==> config.mk <==
export PLATFORM = sky130hd
export DESIGN_NAME = wb_mem_arbiter
export DESIGN_NICKNAME = d
export VERILOG_FILES = /design/src/rtl/wb_arb_pkg.sv /design/src/rtl/wb_arb_watchdog.sv /design/src/rtl/wb_mem_arbiter.sv
export SDC_FILE = /design/constraint.sdc
export NUM_CORES = 1
export LEC_CHECK = 0
export ABC_AREA = 1
export ABC_CLOCK_PERIOD_IN_PS = 3100
export CAP_MARGIN = 20
export CELL_PAD_IN_SITES_DETAIL_PLACEMENT = 1
export CELL_PAD_IN_SITES_GLOBAL_PLACEMENT = 1
export CORE_AREA = 4 4 131 133
export DETAILED_ROUTE_END_ITERATION = 6
export DIE_AREA = 0 0 135 137
export DONT_BUFFER_PORTS = 1
export PLACE_DENSITY_LB_ADDON = 0.1
export SYNTH_ARGS = -nofsm -noshare
export SYNTH_HDL_FRONTEND = slang
export SYNTH_HIERARCHICAL = 1
export SYNTH_SLANG_ARGS = --single-unit
export TNS_END_PERCENT = 1
==> constraint.sdc <==
create_clock -name wb_clk_i -period 3.1 [get_ports wb_clk_i]
set_input_delay 0.155 -clock wb_clk_i [delete_from_list [all_inputs] [get_ports wb_clk_i]]
set_output_delay 0.155 -clock wb_clk_i [all_outputs]
set_load 0.05 [all_outputs]
==> src/rtl/wb_arb_pkg.sv <==
// Shared types and constants for the two-master Wishbone RAM arbiter.
package wb_arb_pkg;

   // Arbiter ownership state; the encoding is also the one-hot grant vector.
   typedef enum logic [1:0] {
      IDLE = 2'b00,
      OWN0 = 2'b01,
      OWN1 = 2'b10
   } arb_state_t;

   // Wishbone B3 cycle type identifiers.
   localparam logic [2:0] CTI_CLASSIC = 3'b000;
   localparam logic [2:0] CTI_INC     = 3'b010;
   localparam logic [2:0] CTI_EOB     = 3'b111;

endpackage

==> src/rtl/wb_arb_watchdog.sv <==
// Bus watchdog: counts owner strobe cycles without a slave termination and
// fires a single-cycle pulse when the count reaches TIMEOUT.
module wb_arb_watchdog #(
   parameter int TIMEOUT = 255,
   parameter int TO_W    = 8
) (
   input  logic clk,
   input  logic rst,
   input  logic active,
   input  logic stb,
   input  logic term,
   output logic fire
);

   localparam logic [TO_W-1:0] LIMIT = TO_W'(TIMEOUT);

   logic [TO_W-1:0] count;
   logic            armed;

   // A cycle only counts while someone owns the bus, strobes, and gets no reply.
   assign armed = active && stb && !term;
   assign fire  = (TIMEOUT > 0) && armed && (count == LIMIT);

   // Count stalled strobe cycles; restart after any break or after firing.
   always_ff @(posedge clk) begin
      if (rst) begin
         count <= '0;
      end else if (!armed || fire || (TIMEOUT == 0)) begin
         count <= '0;
      end else begin
         count <= count + 1'b1;
      end
   end

endmodule

==> src/rtl/wb_mem_arbiter.sv <==
// Round-robin two-master to one-slave Wishbone B3 arbiter for the RAM port.
// Master 0 is the instruction bus, master 1 the data bus. Ownership lasts for
// the whole cyc so bursts are never split; a watchdog ends hung accesses.
module wb_mem_arbiter #(
   parameter int AW      = 32,
   parameter int DW      = 32,
   parameter int TIMEOUT = 255,
   parameter int TO_W    = 8
) (
   input  logic            wb_clk_i,
   input  logic            wb_rst_i,
   // master 0 (instruction)
   input  logic [AW-1:0]   wbm0_adr_i,
   input  logic [DW-1:0]   wbm0_dat_i,
   input  logic [DW/8-1:0] wbm0_sel_i,
   input  logic            wbm0_we_i,
   input  logic            wbm0_cyc_i,
   input  logic            wbm0_stb_i,
   input  logic [2:0]      wbm0_cti_i,
   input  logic [1:0]      wbm0_bte_i,
   output logic [DW-1:0]   wbm0_rdt_o,
   output logic            wbm0_ack_o,
   output logic            wbm0_err_o,
   output logic            wbm0_rty_o,
   // master 1 (data)
   input  logic [AW-1:0]   wbm1_adr_i,
   input  logic [DW-1:0]   wbm1_dat_i,
   input  logic [DW/8-1:0] wbm1_sel_i,
   input  logic            wbm1_we_i,
   input  logic            wbm1_cyc_i,
   input  logic            wbm1_stb_i,
   input  logic [2:0]      wbm1_cti_i,
   input  logic [1:0]      wbm1_bte_i,
   output logic [DW-1:0]   wbm1_rdt_o,
   output logic            wbm1_ack_o,
   output logic            wbm1_err_o,
   output logic            wbm1_rty_o,
   // slave
   output logic [AW-1:0]   wbs_adr_o,
   output logic [DW-1:0]   wbs_dat_o,
   output logic [DW/8-1:0] wbs_sel_o,
   output logic            wbs_we_o,
   output logic            wbs_cyc_o,
   output logic            wbs_stb_o,
   output logic [2:0]      wbs_cti_o,
   output logic [1:0]      wbs_bte_o,
   input  logic [DW-1:0]   wbs_rdt_i,
   input  logic            wbs_ack_i,
   input  logic            wbs_err_i,
   input  logic            wbs_rty_i,
   // status
   output logic [1:0]      grant_o,
   output logic            timeout_o
);

   import wb_arb_pkg::*;

   arb_state_t state;
   arb_state_t state_next;
   logic       last_owner;
   logic       last_owner_next;
   logic       owner_stb;
   logic       slave_term;
   logic       fire;

   assign grant_o    = state;
   assign timeout_o  = fire;
   assign wbm0_rdt_o = wbs_rdt_i;
   assign wbm1_rdt_o = wbs_rdt_i;
   assign slave_term = wbs_ack_i || wbs_err_i || wbs_rty_i;
   assign owner_stb  = (state == OWN0) ? wbm0_stb_i :
                       (state == OWN1) ? wbm1_stb_i : 1'b0;

   wb_arb_watchdog #(
      .TIMEOUT (TIMEOUT),
      .TO_W    (TO_W)
   ) u_watchdog (
      .clk    (wb_clk_i),
      .rst    (wb_rst_i),
      .active (state != IDLE),
      .stb    (owner_stb),
      .term   (slave_term),
      .fire   (fire)
   );

   // Ownership register and round-robin history.
   always_ff @(posedge wb_clk_i) begin
      if (wb_rst_i) begin
         state      <= IDLE;
         last_owner <= 1'b1;
      end else begin
         state      <= state_next;
         last_owner <= last_owner_next;
      end
   end

   // Arbitration decisions plus the request/response steering for the owner.
   always_comb begin
      state_next      = state;
      last_owner_next = last_owner;
      wbs_adr_o       = '0;
      wbs_dat_o       = '0;
      wbs_sel_o       = '0;
      wbs_we_o        = 1'b0;
      wbs_cyc_o       = 1'b0;
      wbs_stb_o       = 1'b0;
      wbs_cti_o       = '0;
      wbs_bte_o       = '0;
      wbm0_ack_o      = 1'b0;
      wbm0_err_o      = 1'b0;
      wbm0_rty_o      = 1'b0;
      wbm1_ack_o      = 1'b0;
      wbm1_err_o      = 1'b0;
      wbm1_rty_o      = 1'b0;
      case (state)
         IDLE: begin
            if (wbm0_cyc_i && wbm1_cyc_i) begin
               state_next = last_owner ? OWN0 : OWN1;
            end else if (wbm0_cyc_i) begin
               state_next = OWN0;
            end else if (wbm1_cyc_i) begin
               state_next = OWN1;
            end
         end
         OWN0: begin
            wbs_adr_o  = wbm0_adr_i;
            wbs_dat_o  = wbm0_dat_i;
            wbs_sel_o  = wbm0_sel_i;
            wbs_we_o   = wbm0_we_i;
            wbs_cyc_o  = wbm0_cyc_i;
            wbs_stb_o  = wbm0_stb_i && !fire;
            wbs_cti_o  = wbm0_cti_i;
            wbs_bte_o  = wbm0_bte_i;
            wbm0_ack_o = wbs_ack_i;
            wbm0_err_o = wbs_err_i || fire;
            wbm0_rty_o = wbs_rty_i;
            if (!wbm0_cyc_i) begin
               state_next      = IDLE;
               last_owner_next = 1'b0;
            end
         end
         OWN1: begin
            wbs_adr_o  = wbm1_adr_i;
            wbs_dat_o  = wbm1_dat_i;
            wbs_sel_o  = wbm1_sel_i;
            wbs_we_o   = wbm1_we_i;
            wbs_cyc_o  = wbm1_cyc_i;
            wbs_stb_o  = wbm1_stb_i && !fire;
            wbs_cti_o  = wbm1_cti_i;
            wbs_bte_o  = wbm1_bte_i;
            wbm1_ack_o = wbs_ack_i;
            wbm1_err_o = wbs_err_i || fire;
            wbm1_rty_o = wbs_rty_i;
            if (!wbm1_cyc_i) begin
               state_next      = IDLE;
               last_owner_next = 1'b1;
            end
         end
         default: begin
            state_next = IDLE;
         end
      endcase
   end

endmodule

==> results.json, run 1 <==
{
  "clockPowerShare_pct": 11.0,
  "wl_per_cell_um": 16.79,
  "cts_made_buffers": 3,
  "cts_tree": "built",
  "grt_start_max_net_pins": 48,
  "fill_cells": 2029,
  "layout_common_cells": "176 x nand2_1, 83 x buf_4, 77 x a21oi_1, 22 x inv_1, 14 x nor2_1",
  "path_class": "reg2out",
  "grt_pass1_vias": 2748,
  "drc": 0,
  "power_mw": 2.163,
  "die-area_um2": 18500,
  "area_growth_pct": 18.55,
  "setup_viol": 0,
  "ys_ff_latch": 11,
  "power.internal_mw": 0.7664,
  "arrival_ns": 2.27,
  "drv_cap": 0,
  "cts-root-buf": "clkbuf_16",
  "ios": 338,
  "status": "complete, no violations",
  "holdWs_ns": 0.07688,
  "relSlewSlack_pct": 58.63,
  "skew_ns": 0.003029,
  "power.switching_mw": 1.397,
  "worstPathRequired_ns": 2.94,
  "critPathCaptureType": "primary output",
  "io_buffers": 0,
  "syn_area_um2": 2320,
  "pwr-share-seq_pct": 7.2,
  "grt_pass1_wl_um": 15250,
  "die_h_um": 137,
  "start_kind": "flop",
  "htree_levels": 1,
  "routed_wl_um": 10790,
  "seq_area_frac_synth_pct": 9.493,
  "leakage_nw": 1.032,
  "nets": 622,
  "num_vias": 2594,
  "hpwl_um": 9149,
  "met1_usage_pct": 10.27,
  "start_util_pct": 14.66,
  "fmax_ghz": 0.4125,
  "ys_warn_count": 6,
  "syn_inst": 425,
  "core_um2": 15830,
  "path_max_fanout": 47,
  "cts_resized": 0,
  "hold_path.class": "in2reg",
  "avgViaCountPerCell": 4.034,
  "ant_nets": 0,
  "worstMarginPinSlew_ns": 0.6197,
  "rsz0062_at_grt": "false",
  "post_route_cells_drive_above_1_share_pct": 26.70,
  "syn_area_per_cell_um2": 5.458,
  "cts_hold_buffers": 1,
  "gp_congestion": 0.7159,
  "gr-max-usage-layer": "met2",
  "track_usage_pct": 10.12,
  "clock_latency_ns": 0.24,
  "placed_cells": 638,
  "cts_setup_buffers": 0,
  "power_frac_comb_pct": 81.8,
  "antennaDiodeCount": 0,
  "syn-num-nets": 619,
  "clkSinkCount": 11,
  "fin_crit_ns": 2.424,
  "hold_viol": 0,
  "period_share_pct": 78.20,
  "fp.dieW_um": 135,
  "clkTransAtPathRegs_ns": 0.04,
  "drv_slew": 0,
  "final_cells": 643,
  "antenna_found_initial": 0,
  "peakVddDrop_uv": 335.7,
  "powerDensity_nw_per_um2": 786.5,
  "swShare_pct": 64.57,
  "synth_cell_types": 23,
  "drt_iter0_drc": 60,
  "drtPass1Iterations": 4,
  "rows": 46,
  "fin_setup_tns_ns": 0,
  "grt_overflow": 0,
  "cts.path.max_buffers": 2,
  "final_common_cell": "nand2_1",
  "grtUsageMet2_pct": 20.90,
  "use_met3_pct": 2.904
}
-- cell type report --
cell class	instances	area [µm²]	share of cell area [%]
repair buffers	87	693.2	25.20
clock buffers	4	78.83	2.866
inverters	24	90.09	3.276
well taps	216	270.3	9.827
flip-flops and latches	11	220.2	8.007
multi-input cells	301	1398	50.82
-- power groups by stage --
| stage | Sequential [mW] | Clock [mW] | Combinational (mW) |
|---|---|---|---|
| finish | 0.155 | 0.238 | 1.77 |
| global route | 0.156 | 0.257 | 1.91 |
| CTS | 0.155 | 0.246 | 1.81 |
| detailed placement | 0.157 | 0 | 1.80 |
| global placement | 0.157 | 0 | 1.80 |
| floorplan | 0.187 | 0 | 1.49 |
-- kinds of logic after synthesis --
group,share of synthesized area (%)
and+or+nand+nor,37.59
buffers and inverters,30.74
AOI/OAI and AO/OA,19.47
DFF,9.493
adders and majority gates,2.697
-- critical path, stage by stage (launching register included) --
cell and delay, ns:
dfxtp_1 0.29, buf_4 0.19, inv_1 0.12, ha_2 0.39, buf_4 0.47, nand2_1 0.12, a21oi_1 0.19, buf_4 0.23
-- synth_stat cells --
cell      count  area, µm²
nor2_2        4      25.02
dfxtp_1      11      220.2
o211ai_1      1      7.510
nand2_4       1      11.26
buf_1         1      3.750
nor4_2        1      12.51
nand2_1     176      660.6
buf_4        71      533.0
nor2_4        3      33.78
inv_1        23      86.33
ha_1          5      62.56
nor2_1       14      52.55
clkinv_1      1      3.750
a21oi_1      77      385.4
o21ai_0       3      15.01
a21oi_2       5      43.79
nand2_2       4      25.02
buf_2        12      60.06
nor4_1        1      6.260
clkbuf_1      4      15.01
nand3_1       3      15.01
nand3_2       3      30.03
buf_6         1      11.26
-- layer usage --
metal | part of all wire (%) | wire (µm)
met1 | 33 | 3613
met2 | 57 | 6118
met3 | 9.5 | 1030
met4 | 0.29 | 31
met5 | 0 | 0
-- sequential cells by signal, indices dropped and copies added (netlist names) --
register,flops
u_watchdog/count,8
grant_o,2
last_owner,1
-- worst paths after layout --
| path | startpoint | endpoint | slack (ns) | cells past startpoint |
|---|---|---|---|---|
| worst max register to register | grant_o[1]$_SDFFE_PP0P_ | u_watchdog/count[4]$_SDFF_PP0_ | 1.33 | 10 |
| worst max-delay path | grant_o[1]$_SDFFE_PP0P_ | wbs_dat_o[6] | 0.68 | 7 |
| worst min-delay path | wb_rst_i | last_owner$_SDFFE_PP1P_ | 0.08 | 2 |
| worst min register to register | u_watchdog/count[0]$_SDFF_PP0_ | u_watchdog/count[0]$_SDFF_PP0_ | 0.47 | 1 |
-- metrics by stage --
step	setup slack (ns)	util [%]	instance area, µm²
after floorplan	-0.3373	-	2326
after global placement	0.9186	16.81	2661
after detailed placement	0.8783	16.81	2661
after CTS	0.6156	17.38	2750
after global routing	0.4453	17.38	2750
final	0.6757	17.38	2750
Note: power is estimated with default switching activity, not from simulation.
==> run 2: changes to the inputs <==
--- a/config.mk
+++ b/config.mk
@@ -6,7 +6,7 @@
 export NUM_CORES = 1
 export LEC_CHECK = 0
 export ABC_AREA = 1
-export ABC_CLOCK_PERIOD_IN_PS = 3100
+export ABC_CLOCK_PERIOD_IN_PS = 2400
 export CAP_MARGIN = 20
 export CELL_PAD_IN_SITES_DETAIL_PLACEMENT = 1
 export CELL_PAD_IN_SITES_GLOBAL_PLACEMENT = 1
==> constraint.sdc (replaced) <==
create_clock -name wb_clk_i -period 2.4 [get_ports wb_clk_i]
set_input_delay 0.12 -clock wb_clk_i [delete_from_list [all_inputs] [get_ports wb_clk_i]]
set_output_delay 0.12 -clock wb_clk_i [all_outputs]
set_load 0.05 [all_outputs]
==> results.json, run 2 (synthesized netlist as in run 1, its figures left out) <==
{
  "grt_start_max_net_pins": 47,
  "top_register": "u_watchdog/count",
  "ff2ff_setup_slack_ns": 0.59,
  "multi_input_area_um2": 1436,
  "layout_common_cells": "176 x nand2_1, 82 x buf_4, 75 x a21oi_1, 22 x inv_1, 13 x nor2_1",
  "routed_wl_um": 10820,
  "cts-root-buf": "clkbuf_16",
  "htree_levels": 1,
  "final_common_cell": "nand2_1",
  "path_class": "reg2out",
  "relSlewSlack_pct": 68.00,
  "r2r_end": "grant_o[0]$_SDFFE_PP0P_",
  "core_um2": 15830,
  "start_util_pct": 14.66,
  "drv_slew": 0,
  "drc": 0,
  "drt_iter0_drc": 51,
  "arrival_ns": 2.04,
  "worstPathRequired_ns": 2.28,
  "drtPass1Iterations": 4,
  "r2r_cells": 10,
  "power_mw": 2.819,
  "drv_cap": 0,
  "fmax_ghz": 0.4634,
  "num_vias": 2638,
  "io_buffers": 0,
  "cts_setup_buffers": 0,
  "die_h_um": 137,
  "track_usage_pct": 10.20,
  "path_max_fanout": 4,
  "leakage_nw": 1.038,
  "fp.dieW_um": 135,
  "cts_made_buffers": 3,
  "post_route_cells_drive_above_1_share_pct": 27.87,
  "powerDensity_nw_per_um2": 1005,
  "peakVddDrop_uv": 232.2,
  "grt_pass1_wl_um": 15260,
  "period_share_pct": 89.91,
  "hold_viol": 0,
  "clkSinkCount": 11,
  "grt_overflow": 0,
  "critPathCaptureType": "primary output",
  "rsz0062_at_grt": "false",
  "start_kind": "flop",
  "avgViaCountPerCell": 4.103,
  "largest_reg_flops": 8,
  "gp_congestion": 0.6693,
  "worstMarginPinSlew_ns": 0.4800,
  "ios": 338,
  "die-area_um2": 18500,
  "cts.path.max_buffers": 2,
  "clock_latency_ns": 0.24,
  "final.setup.worst_slack_ns": 0.2422,
  "hold_path.class": "in2reg",
  "min_path_cells": 2,
  "timing.rr.start": "grant_o[1]$_SDFFE_PP0P_",
  "cts_tree": "built",
  "fin_crit_ns": 2.158,
  "rows": 46,
  "worstHoldEndpoint": "last_owner$_SDFFE_PP1P_",
  "grt_pass1_vias": 2773,
  "placed_cells": 638,
  "wl_per_cell_um": 16.83,
  "pre_cts_ws_ns": 0.4507,
  "fill_cells": 2013,
  "skew_ns": 0.004932,
  "antenna_found_initial": 0,
  "status": "complete, no violations",
  "regArea_um2": 225.2,
  "holdWs_ns": 0.04296,
  "ant_nets": 0,
  "clkTransAtPathRegs_ns": 0.04,
  "holdCritStartpoint": "wb_rst_i",
  "nets": 622,
  "antennaDiodeCount": 0,
  "final_cells": 643,
  "hpwl_um": 8903,
  "setup_viol": 0,
  "area_growth_pct": 20.98,
  "fin_setup_tns_ns": 0
}
[run 2: cell counts in the layout (fill, tap and decap cells not counted)]
No cell type changed its count.
[run 2: cell type report]
cell class              count  area share [%]
flip-flops and latches     11           8.025
multi-input cells         301           51.18
well taps                 216           9.630
inverters                  24           3.210
clock buffers               4           2.809
repair buffers             87           25.14
[run 2: critical path, cell delays in order, from the launching register on]
cell,delay (ns)
dfxtp_4,0.45
inv_1,0.11
ha_2,0.21
inv_1,0.14
nand3_1,0.09
nand2_1,0.09
nand3_2,0.14
nor2_4,0.15
inv_1,0.12
a21oi_4,0.15
buf_12,0.15
[run 2: worst max path at each step]
stage	startpoint	end	slack [ns]	cells after the start
2_1_floorplan	grant_o[1]$_SDFFE_PP0P_	wbm0_err_o	0.07	11
5_1_grt	grant_o[1]$_SDFFE_PP0P_	wbm0_err_o	0.09	10
3_5_place_dp	grant_o[1]$_SDFFE_PP0P_	wbm0_err_o	0.45	10
3_3_place_gp	grant_o[1]$_SDFFE_PP0P_	wbm0_err_o	0.47	10
4_1_cts	grant_o[1]$_SDFFE_PP0P_	wbm0_err_o	0.20	10
6_report	grant_o[1]$_SDFFE_PP0P_	wbm0_err_o	0.24	10
[run 2: per-stage QoR]
step / util [%] / cell area, µm²
CTS: 17.73 / 2806
finish: 17.73 / 2806
detailed placement: 17.17 / 2718
global placement: 17.17 / 2718
floorplan: - / 2370
global route: 17.73 / 2806
[run 2: routing by layer]
metal  vias up  GRT usage, %  share of wire [%]
met5         -             0                  0
met4         0         1.848                1.1
met3        10         3.272                 10
met2       138         20.76                 56
met1      1223         10.07                 33
li1       1267             -                  -
[run 2: repair_timing]
action	in CTS	in global routing
resized for setup	0	0
hold buffers	1	0
endpoints found under the hold margin	1	0
[run 2: where the power goes]
group	internal [mW]	leakage, nW	switching (mW)
clock	0.223	0.0382	0.0828
combinational	0.587	0.910	1.70
sequential	0.200	0.0901	0.0303
==> run 3: changes to the inputs <==
--- a/config.mk
+++ b/config.mk
@@ -10,9 +10,10 @@
 export CAP_MARGIN = 20
 export CELL_PAD_IN_SITES_DETAIL_PLACEMENT = 1
 export CELL_PAD_IN_SITES_GLOBAL_PLACEMENT = 1
-export CORE_AREA = 4 4 131 133
+export CORE_AREA = 4 4 129 131
+export CTS_BUF_LIST = sky130_fd_sc_hd__clkbuf_2
 export DETAILED_ROUTE_END_ITERATION = 6
-export DIE_AREA = 0 0 135 137
+export DIE_AREA = 0 0 133 135
 export DONT_BUFFER_PORTS = 1
 export PLACE_DENSITY_LB_ADDON = 0.1
 export SYNTH_ARGS = -nofsm -noshare
==> results.json, run 3 (synthesized netlist as in run 1, its figures left out) <==
{
  "drv_slew": 0,
  "path_class": "reg2out",
  "nets": 622,
  "cts_tree": "built",
  "fp.dieW_um": 133,
  "drc": 0,
  "drtPass1Iterations": 4,
  "power.switching_mw": 1.787,
  "start_util_pct": 14.87,
  "core_um2": 15600,
  "path_max_fanout": 5,
  "ios": 338,
  "fill_cells": 1995,
  "hold_path.class": "in2reg",
  "final_area_um2": 2748,
  "cts_made_buffers": 3,
  "fin_setup_tns_ns": 0,
  "powerDensity_nw_per_um2": 952.1,
  "arrival_ns": 2.07,
  "power.internal_mw": 0.8291,
  "num_vias": 2590,
  "ant_nets": 0,
  "cts-root-buf": "clkbuf_2",
  "clockPowerShare_pct": 4.2,
  "track_usage_pct": 10.22,
  "cts_resized": 0,
  "relSlewSlack_pct": 63.91,
  "fmax_ghz": 0.4566,
  "final_common_cell": "nand2_1",
  "fin_crit_ns": 2.190,
  "peakVddDrop_uv": 228.5,
  "hpwl_um": 8721,
  "clkSinkCount": 11,
  "cts.path.max_buffers": 2,
  "avgViaCountPerCell": 4.028,
  "htree_levels": 1,
  "min_path_cells": 2,
  "antenna_found_initial": 0,
  "layout_common_cells": "176 x nand2_1, 82 x buf_4, 75 x a21oi_1, 22 x inv_1, 13 x nor2_1",
  "r2r_cells": 9,
  "io_buffers": 0,
  "wl_per_cell_um": 16.42,
  "pwr-share-seq_pct": 8.8,
  "power_frac_comb_pct": 87.0,
  "cts_hold_buffers": 1,
  "routed_wl_um": 10560,
  "swShare_pct": 68.31,
  "placed_area_um2": 2718,
  "critPathCaptureType": "primary output",
  "hold_viol": 0,
  "clkTransAtPathRegs_ns": 0.12,
  "leakage_nw": 1.017,
  "drt_iter0_drc": 107,
  "clock_latency_ns": 0.26,
  "worstPathRequired_ns": 2.28,
  "grt_overflow": 0,
  "skew_ns": 0.006997,
  "period_share_pct": 91.26,
  "largest_reg_flops": 8,
  "die-area_um2": 17960,
  "gp_congestion": 0.6881,
  "start_kind": "flop",
  "drv_cap": 0,
  "area_growth_pct": 18.45,
  "die_h_um": 135,
  "setup_viol": 0,
  "grt_start_max_net_pins": 53,
  "antennaDiodeCount": 0,
  "post_route_cells_drive_above_1_share_pct": 28.10,
  "rsz0062_at_grt": "false",
  "status": "complete, no violations",
  "grt_pass1_vias": 2700,
  "cts_setup_buffers": 0,
  "top_register": "u_watchdog/count",
  "grt_pass1_wl_um": 15150,
  "worstMarginPinSlew_ns": 0.5413,
  "rows": 46
}
run 3: cell types whose count changed in the layout (fill, tap and decap cells not counted):
cell / change
clkbuf_2: +4
clkbuf_16: -3
clkbuf_1: -1
run 3: path summary, 6_finish.rpt:
check	startpoint	endpoint	slack (ns)
hold / removal	wb_rst_i	last_owner$_SDFFE_PP1P_	0.03
setup / recovery	grant_o[1]$_SDFFE_PP0P_	wbm1_err_o	0.21
setup reg to reg	grant_o[1]$_SDFFE_PP0P_	u_watchdog/count[7]$_SDFF_PP0_	0.74
hold reg to reg	u_watchdog/count[0]$_SDFF_PP0_	u_watchdog/count[0]$_SDFF_PP0_	0.49
run 3: layout make-up:
| cell class | count | area [µm²] | share of cell area [%] |
|---|---|---|---|
| multi-input combinational | 301 | 1436 | 52.28 |
| sequential | 11 | 225.2 | 8.197 |
| clock buffer | 4 | 20.02 | 0.7286 |
| tap | 216 | 270.3 | 9.836 |
| timing repair buffer | 87 | 705.7 | 25.68 |
| inverter | 24 | 90.09 | 3.279 |
run 3: worst max-delay path: stages, from the launching register on:
cell	delay, ns
dfxtp_4	0.48
inv_1	0.10
ha_2	0.21
inv_1	0.14
nand3_1	0.09
nand2_1	0.08
nand3_2	0.13
nor2_4	0.16
inv_1	0.12
a21oi_4	0.16
buf_12	0.15
run 3: routing by layer:
layer  routed length (µm)  up-vias  part of all wire [%]  GRT usage [%]
met3                 1190       10                    11          4.322
met5                    0        -                     0              0
met2                 5791      135                    55          20.06
met4                   65        0                  0.62          1.212
met1                 3508     1180                    33          10.28
li1                     -     1265                     -              -
run 3: through the flow:
stage / std cells / hold slack (ns) / utilization (%) / total power, mW / setup WS, ns
4_1_cts: 643 / 0.0008797 / 17.62 / 2.671 / 0.1610
3_5_place_dp: 638 / 0.2040 / 17.42 / 2.551 / 0.4631
6_report: 643 / 0.02592 / 17.62 / 2.616 / 0.2098
2_1_floorplan: 425 / 0.1910 / - / 2.192 / 0.06657
5_1_grt: 643 / 0.02763 / 17.62 / 2.808 / 0.001362
3_3_place_gp: 638 / 0.2065 / 17.42 / 2.549 / 0.4871
run 3: power by group through the flow:
stage / combinational, mW / sequential, mW / clock, mW
6_report: 2.28 / 0.230 / 0.111
5_1_grt: 2.45 / 0.232 / 0.125
4_1_cts: 2.32 / 0.230 / 0.119
3_5_place_dp: 2.32 / 0.234 / 0
3_3_place_gp: 2.32 / 0.233 / 0
2_1_floorplan: 1.95 / 0.246 / 0
